==> src/rtl/rom_region_loader.sv <==
// rom_region_loader
// Routes the HPS ioctl download stream into tagged, word-packed write
// requests. The download starts with a table of 32-bit little-endian region
// lengths; every following byte is assigned to its region, packed into an
// aligned WORD_BYTES-wide word and offered on a single-entry valid/ready
// output register. ioctl_wait mirrors out_valid so the HPS stalls while a
// request is outstanding.
`timescale 1ns/1ps

module rom_region_loader #(
    parameter int                          NUM_REGIONS    = 9,
    parameter int                          WORD_BYTES     = 2,
    parameter logic [NUM_REGIONS*32-1:0]   REGION_BASE    = '0,
    parameter logic [NUM_REGIONS*4-1:0]    REGION_STORAGE = '0
) (
    input  logic                      clk,
    input  logic                      reset_n,
    input  logic                      ioctl_download,
    input  logic                      ioctl_wr,
    input  logic [7:0]                ioctl_dout,
    output logic                      ioctl_wait,
    output logic                      out_valid,
    input  logic                      out_ready,
    output logic [3:0]                out_storage,
    output logic [31:0]               out_addr,
    output logic [8*WORD_BYTES-1:0]   out_data,
    output logic [WORD_BYTES-1:0]     out_be,
    output logic [3:0]                region_idx,
    output logic                      done,
    output logic                      err
);

    // Lane index width; a single-byte word still gets a 1-bit (always zero) lane.
    localparam int                LANE_W     = (WORD_BYTES > 1) ? $clog2(WORD_BYTES) : 1;
    localparam logic [LANE_W-1:0] LANE_MASK  = LANE_W'(WORD_BYTES - 1);
    localparam logic [31:0]       ALIGN_MASK = ~(32'(WORD_BYTES) - 32'd1);
    localparam logic [5:0]        HDR_LAST   = 6'(4 * NUM_REGIONS - 1);
    localparam logic [4:0]        REGION_END = 5'(NUM_REGIONS);

    // S_TAIL is the post-region state: all regions loaded, waiting for the
    // download strobe to fall.
    localparam logic [2:0] S_IDLE   = 3'd0;
    localparam logic [2:0] S_HEADER = 3'd1;
    localparam logic [2:0] S_SKIP   = 3'd2;
    localparam logic [2:0] S_DATA   = 3'd3;
    localparam logic [2:0] S_TAIL   = 3'd4;
    localparam logic [2:0] S_FLUSH  = 3'd5;
    localparam logic [2:0] S_DONE   = 3'd6;

    logic [2:0]                state;
    logic                      download_prev;
    logic [5:0]                hdr_cnt;
    logic [4:0]                region_cnt;
    logic [31:0]               offset;
    logic [31:0]               remaining;
    logic [8*WORD_BYTES-1:0]   pack_data;
    logic [WORD_BYTES-1:0]     pack_be;

    // Region length table, filled from the header; sized for the maximum
    // region count so any 4-bit index is in range.
    logic [31:0]               len_mem [16];
    logic [31:0]               base_tab [16];
    logic [3:0]                storage_tab [16];

    logic                      accept;
    logic                      dl_rise;
    logic                      dl_fall;
    logic [LANE_W-1:0]         lane;
    logic [WORD_BYTES-1:0]     lane_hit;
    logic [8*WORD_BYTES-1:0]   pack_data_next;
    logic [WORD_BYTES-1:0]     pack_be_next;
    logic                      word_done;
    logic [31:0]               cur_len;
    logic [31:0]               cur_base;
    logic [3:0]                cur_storage;

    assign ioctl_wait  = out_valid;
    assign accept      = ioctl_wr & ~out_valid;
    assign dl_rise     = ioctl_download & ~download_prev;
    assign dl_fall     = ~ioctl_download & download_prev;
    assign region_idx  = region_cnt[3:0];
    assign lane        = offset[LANE_W-1:0] & LANE_MASK;
    assign word_done   = (lane == LANE_MASK) || (remaining == 32'd1);
    assign cur_len     = len_mem[region_cnt[3:0]];
    assign cur_base    = base_tab[region_cnt[3:0]];
    assign cur_storage = storage_tab[region_cnt[3:0]];

    genvar gi;

    // Unpack the parameter vectors into per-region tables; unused slots read zero.
    generate
        for (gi = 0; gi < 16; gi++) begin : g_region
            if (gi < NUM_REGIONS) begin : g_used
                assign base_tab[gi]    = REGION_BASE[32*gi +: 32];
                assign storage_tab[gi] = REGION_STORAGE[4*gi +: 4];
            end else begin : g_unused
                assign base_tab[gi]    = 32'd0;
                assign storage_tab[gi] = 4'd0;
            end
        end
    endgenerate

    // Packer with the incoming byte merged into its lane.
    generate
        for (gi = 0; gi < WORD_BYTES; gi++) begin : g_lane
            assign lane_hit[gi]              = (lane == LANE_W'(gi));
            assign pack_data_next[8*gi +: 8] = lane_hit[gi] ? ioctl_dout : pack_data[8*gi +: 8];
            assign pack_be_next[gi]          = pack_be[gi] | lane_hit[gi];
        end
    endgenerate

    // Header capture: byte n of the header lands in region n/4, byte lane n%4.
    always_ff @(posedge clk) begin
        if (state == S_HEADER && accept && !dl_rise && !dl_fall) begin
            len_mem[hdr_cnt[5:2]][8*hdr_cnt[1:0] +: 8] <= ioctl_dout;
        end
    end

    // Load sequencer, packer and single-entry output register.
    always_ff @(posedge clk or negedge reset_n) begin
        if (!reset_n) begin
            state         <= S_IDLE;
            download_prev <= 1'b0;
            hdr_cnt       <= '0;
            region_cnt    <= '0;
            offset        <= '0;
            remaining     <= '0;
            pack_data     <= '0;
            pack_be       <= '0;
            out_valid     <= 1'b0;
            out_storage   <= '0;
            out_addr      <= '0;
            out_data      <= '0;
            out_be        <= '0;
            done          <= 1'b0;
            err           <= 1'b0;
        end else begin
            download_prev <= ioctl_download;
            if (dl_rise) begin
                // A new download abandons everything, including a pending request.
                state      <= S_HEADER;
                hdr_cnt    <= '0;
                region_cnt <= '0;
                pack_data  <= '0;
                pack_be    <= '0;
                out_valid  <= 1'b0;
                done       <= 1'b0;
                err        <= 1'b0;
            end else begin
                if (out_valid && out_ready) begin
                    out_valid <= 1'b0;
                end
                case (state)
                    S_HEADER: begin
                        if (dl_fall) begin
                            state <= S_FLUSH;
                            err   <= 1'b1;
                        end else if (accept) begin
                            hdr_cnt <= hdr_cnt + 6'd1;
                            if (hdr_cnt == HDR_LAST) begin
                                state      <= S_SKIP;
                                region_cnt <= '0;
                            end
                        end
                    end
                    S_SKIP: begin
                        if (dl_fall) begin
                            state <= S_FLUSH;
                            err   <= 1'b1;
                        end else begin
                            // A byte strobed while walking the region table has
                            // nowhere to go; flag it rather than lose it silently.
                            if (accept) begin
                                err <= 1'b1;
                            end
                            if (region_cnt == REGION_END) begin
                                state <= S_TAIL;
                            end else if (cur_len == 32'd0) begin
                                region_cnt <= region_cnt + 5'd1;
                            end else begin
                                remaining <= cur_len;
                                offset    <= '0;
                                state     <= S_DATA;
                            end
                        end
                    end
                    S_DATA: begin
                        if (dl_fall) begin
                            state <= S_FLUSH;
                            err   <= 1'b1;
                        end else if (accept) begin
                            offset    <= offset + 32'd1;
                            remaining <= remaining - 32'd1;
                            if (word_done) begin
                                out_valid   <= 1'b1;
                                out_addr    <= cur_base + (offset & ALIGN_MASK);
                                out_data    <= pack_data_next;
                                out_be      <= pack_be_next;
                                out_storage <= cur_storage;
                                pack_data   <= '0;
                                pack_be     <= '0;
                            end else begin
                                pack_data <= pack_data_next;
                                pack_be   <= pack_be_next;
                            end
                            if (remaining == 32'd1) begin
                                region_cnt <= region_cnt + 5'd1;
                                state      <= S_SKIP;
                            end
                        end
                    end
                    S_TAIL: begin
                        if (dl_fall) begin
                            state <= S_DONE;
                            done  <= 1'b1;
                        end else if (accept) begin
                            err <= 1'b1;
                        end
                    end
                    S_FLUSH: begin
                        // Wait for the output register, emit any partial word,
                        // then finish once nothing is left outstanding.
                        if (!out_valid || out_ready) begin
                            if (pack_be != '0) begin
                                out_valid   <= 1'b1;
                                out_addr    <= cur_base + (offset & ALIGN_MASK);
                                out_data    <= pack_data;
                                out_be      <= pack_be;
                                out_storage <= cur_storage;
                                pack_data   <= '0;
                                pack_be     <= '0;
                            end else begin
                                state <= S_DONE;
                                done  <= 1'b1;
                            end
                        end
                    end
                    S_IDLE, S_DONE: begin
                        state <= state;
                    end
                    default: begin
                        state <= S_IDLE;
                    end
                endcase
            end
        end
    end

endmodule

==> config.mk <==
export PLATFORM = sky130hd
export DESIGN_NAME = rom_region_loader
export DESIGN_NICKNAME = d
export VERILOG_FILES = /design/src/rtl/rom_region_loader.sv
export SDC_FILE = /design/constraint.sdc
export NUM_CORES = 1
export LEC_CHECK = 0
export CAP_MARGIN = 20
export CORE_UTILIZATION = 54
export CTS_BUF_LIST = sky130_fd_sc_hd__clkbuf_8 sky130_fd_sc_hd__clkbuf_16
export CTS_CLUSTER_SIZE = 16
export DETAILED_ROUTE_END_ITERATION = 6
export PLACE_DENSITY = 0.69
export SLEW_MARGIN = 20
export SYNTH_ARGS = -nofsm -noshare
export SYNTH_HDL_FRONTEND = slang
export SYNTH_SLANG_ARGS = --single-unit
==> constraint.sdc <==
create_clock -name clk -period 4.45 [get_ports clk]
set_clock_uncertainty 0.05 [all_clocks]
set_input_delay 0.89 -clock clk [delete_from_list [all_inputs] [get_ports clk]]
set_output_delay 0.89 -clock clk [all_outputs]
set_load 0.1 [all_outputs]
==> impl_metrics.tcl, run 1 <==
set metrics [dict create \
    p_comb_share_pct 28.8 \
    cts_hold_buf 0 \
    yosys-top-cells-area "edfxtp_1, dfrtp_1, mux4_2" \
    wire_per_inst_um 24.9 \
    timing.critical_path.buf_inv 4 \
    dieArea_mm2 0.0521 \
    netlist.area_leader.share_pct 55.6 \
    io_pins 75 \
    core_mm2 0.0504 \
    ant_nets 0 \
    critPathRequiredTime_ps 4880 \
    fin_crit_sh_pct 91.7 \
    cts_buffers 69 \
    synth_top_area_cell "edfxtp_1" \
    clkPwrFrac_pct 29.7 \
    drc 0 \
    synth_seq_cells 661 \
    drt-initial-drc-count 1781 \
    final_area_mm2 0.0320 \
    globalplace.congestion 0.924 \
    syn-cell-area_mm2 0.0276 \
    worstPathArrival_ps 4510 \
    synth_area_per_cell_um2 15.1 \
    layout_setup_ws_ps 370 \
    cts.path.max_buffers 3 \
    period_needed_ps 4080 \
    worstPathMaxFanout 44 \
    fmax_mhz 245 \
    cts_tree "done" \
    clock_latency_ps 610 \
    irDropWorstVdd_uv 371 \
    tightest_slew_ps 1160 \
    synth_cell_type_count 65 \
    worstSetupPathType "register to register" \
    grt_pass1_wl_um 104000 \
    area_growth_pct 15.6 \
    critPathLaunchType "register" \
    fillerInstances 3622 \
    ys_async_sr_fraction_pct 22.5 \
    rsz0062_at_grt "false" \
    root_buffer "clkbuf_16" \
    routed_via_density 6.19 \
    hp-class "input port to async pin" \
    layout-drive-gt1-share_pct 18.8 \
    finalNonFillerCells 2721 \
    mostFrequentLayoutCells "edfxtp_1, nor2_1, dfrtp_1, buf_4, nand2_1" \
    whs_ps 257 \
    layout_commonest_cell "edfxtp_1" \
    grt_overflow 0 \
    seq_area_frac_synth_pct 69.1 \
    antenna_found_initial 0 \
    p_per_area_mw_per_mm2 592 \
    power.leakage_nw 11.5 \
    grt_max_degree 80 \
    nets 2018 \
    drv_slew 0 \
    p_sw_share_pct 33.1 \
    globalRouteTotalUtil_pct 26.8 \
    clk_pin_slew_ps 60 \
    max_slew_margin_pct 22.4 \
    cpMaxStageDelayCell "dfrtp_4" \
    setup_viol 0 \
    cts_setup_buffers 0 \
    firstDrtPassIters 6 \
    grt_pass1_vias 16700 \
    max_stage_delay_ps 550 \
    yosys_warnings 0 \
    die_w_um 228 \
    io_buffers 69 \
    synthCells 1831 \
    drt_wl_total_um 67800 \
    switchingPower_mw 6.27 \
    hold_viol_final 0 \
    total_power_mw 18.9 \
    vias 16800 \
    h-tree-depth 3 \
    final_util_pct 63.4 \
    cts_resized 0 \
    path_cells "buf_12 -> buf_12 -> mux4_2 -> mux2i_1 -> nand4_1 -> nor3_1 -> o2111ai_1 -> nor4_4 -> buf_4 -> o21a_1 -> buf_12 -> o21ai_0 -> o21a_1" \
    post-dp-hpwl_um 44500 \
    crit_family "multiplexers" \
    tns_ps 0 \
    endpoint_kind "register" \
    p_int_mw 12.7 \
    power_frac_seq_pct 41.5 \
    placed_cells 2594 \
    clock_sinks 661 \
    rrSetupSlack_ps 370 \
    place_ws_ps 403 \
    synth-edff-count 512 \
    drv_cap 0 \
    place_area_mm2 0.0297 \
    status "finished clean" \
    num_rows 82 \
    synthFlopType "edfxtp_1" \
    cp_common_cell "buf_12" \
    initial_core_util_pct 54.9 \
    die_y_um 228 \
]
area by class of cell:
cell class,count,area (um2),share of cell area (%)
antenna,1,2.50,0.00783
clock buffer,77,1860,5.82
clock inverter,49,384,1.20
timing repair buffer,189,1690,5.27
sequential,661,19100,59.8
multi-input combinational,1046,7980,25.0
tap,672,841,2.63
inverter,26,97.6,0.305
flip-flops by register name, summed over array words and instances (netlist names), 2 cells and up:
register / flops
hdr_cnt: 6
region_cnt: 5
out_addr: 31
pack_be: 2
offset: 32
state: 3
pack_data: 16
len_mem: 512
out_be: 2
out_data: 16
remaining: 32
logic make-up after synthesis:
family	Yosys count	synth area share [%]
DFF	661	69.1
and+or+nand+nor	489	8.16
AOI/OAI and AO/OA	287	6.37
muxes	230	12.9
buffers and inverters	128	2.14
xor gates and xnor gates	23	0.729
adders and majority gates	12	0.543
other	1	0.0136
worst reg2reg max path, delay by kind of cell, from the launching register on:
| family | cells | cell delay, ps |
|---|---|---|
| flip-flops | 1 | 550 |
| buffers and inverters | 4 | 900 |
| AO/OA/AOI/OAI | 4 | 760 |
| AND/OR/NAND/NOR | 3 | 740 |
| multiplexers | 2 | 960 |
cell usage after synthesis (9+ instances only):
library cell	n
ha_1	12
buf_1	14
a21oi_1	71
nor2_1	192
nand4_1	18
mux2i_1	85
or3_1	9
a31oi_1	15
edfxtp_1	512
buf_2	19
xor2_1	17
clkbuf_1	47
inv_1	24
dfrtp_1	149
nor3_1	37
a221o_1	9
nand3_1	24
buf_4	19
mux4_2	97
and2_1	40
nor2b_1	14
o21ai_0	91
o22ai_1	20
and3_1	13
mux2_2	48
nor4_1	9
nand2_1	110
a22oi_1	20
power by group through the flow:
stage | registers [mW] | logic, mW | clock network, mW
floorplan | 8.45 | 3.32 | 0
global placement | 7.94 | 5.33 | 0
detailed placement | 7.96 | 5.42 | 0
CTS | 7.84 | 5.44 | 5.71
global route | 7.91 | 5.84 | 5.95
finish | 7.85 | 5.44 | 5.63
path summary, 6_finish.rpt:
path,startpoint,end,cells after the start
min,reset_n,out_addr[16]$_DFFE_PN0P_,1
max reg2reg,region_cnt[0]$_DFFE_PN0P_,remaining[28]$_DFFE_PN0P_,13
min in group clk,out_data[11]$_DFFE_PN0P_,out_data[11]$_DFFE_PN0P_,2
max,region_cnt[0]$_DFFE_PN0P_,remaining[28]$_DFFE_PN0P_,13
max in group asynchronous,reset_n,out_data[2]$_DFFE_PN0P_,2
min reg2reg,out_data[11]$_DFFE_PN0P_,out_data[11]$_DFFE_PN0P_,2
per-layer routing:
metal / up-vias / share of wire, % / routed length, um / GRT usage, %
met3: 135 / 7.8 / 5270 / 5.00
met1: 8660 / 41 / 28100 / 37.9
met2: 708 / 47 / 32000 / 41.9
met5: - / 0 / 0 / 0
li1: 7335 / - / - / -
met4: 0 / 3.5 / 2360 / 9.71
(Power assumes the default switching activity.)
==> run 2: changes to the inputs <==
--- a/config.mk
+++ b/config.mk
@@ -5,6 +5,7 @@
 export SDC_FILE = /design/constraint.sdc
 export NUM_CORES = 1
 export LEC_CHECK = 0
+export ABC_CLOCK_PERIOD_IN_PS = 4450
 export CAP_MARGIN = 20
 export CORE_UTILIZATION = 54
 export CTS_BUF_LIST = sky130_fd_sc_hd__clkbuf_8 sky130_fd_sc_hd__clkbuf_16
==> results of run 2 <==
Final layout, timing and power as in run 1 (identical DEF).
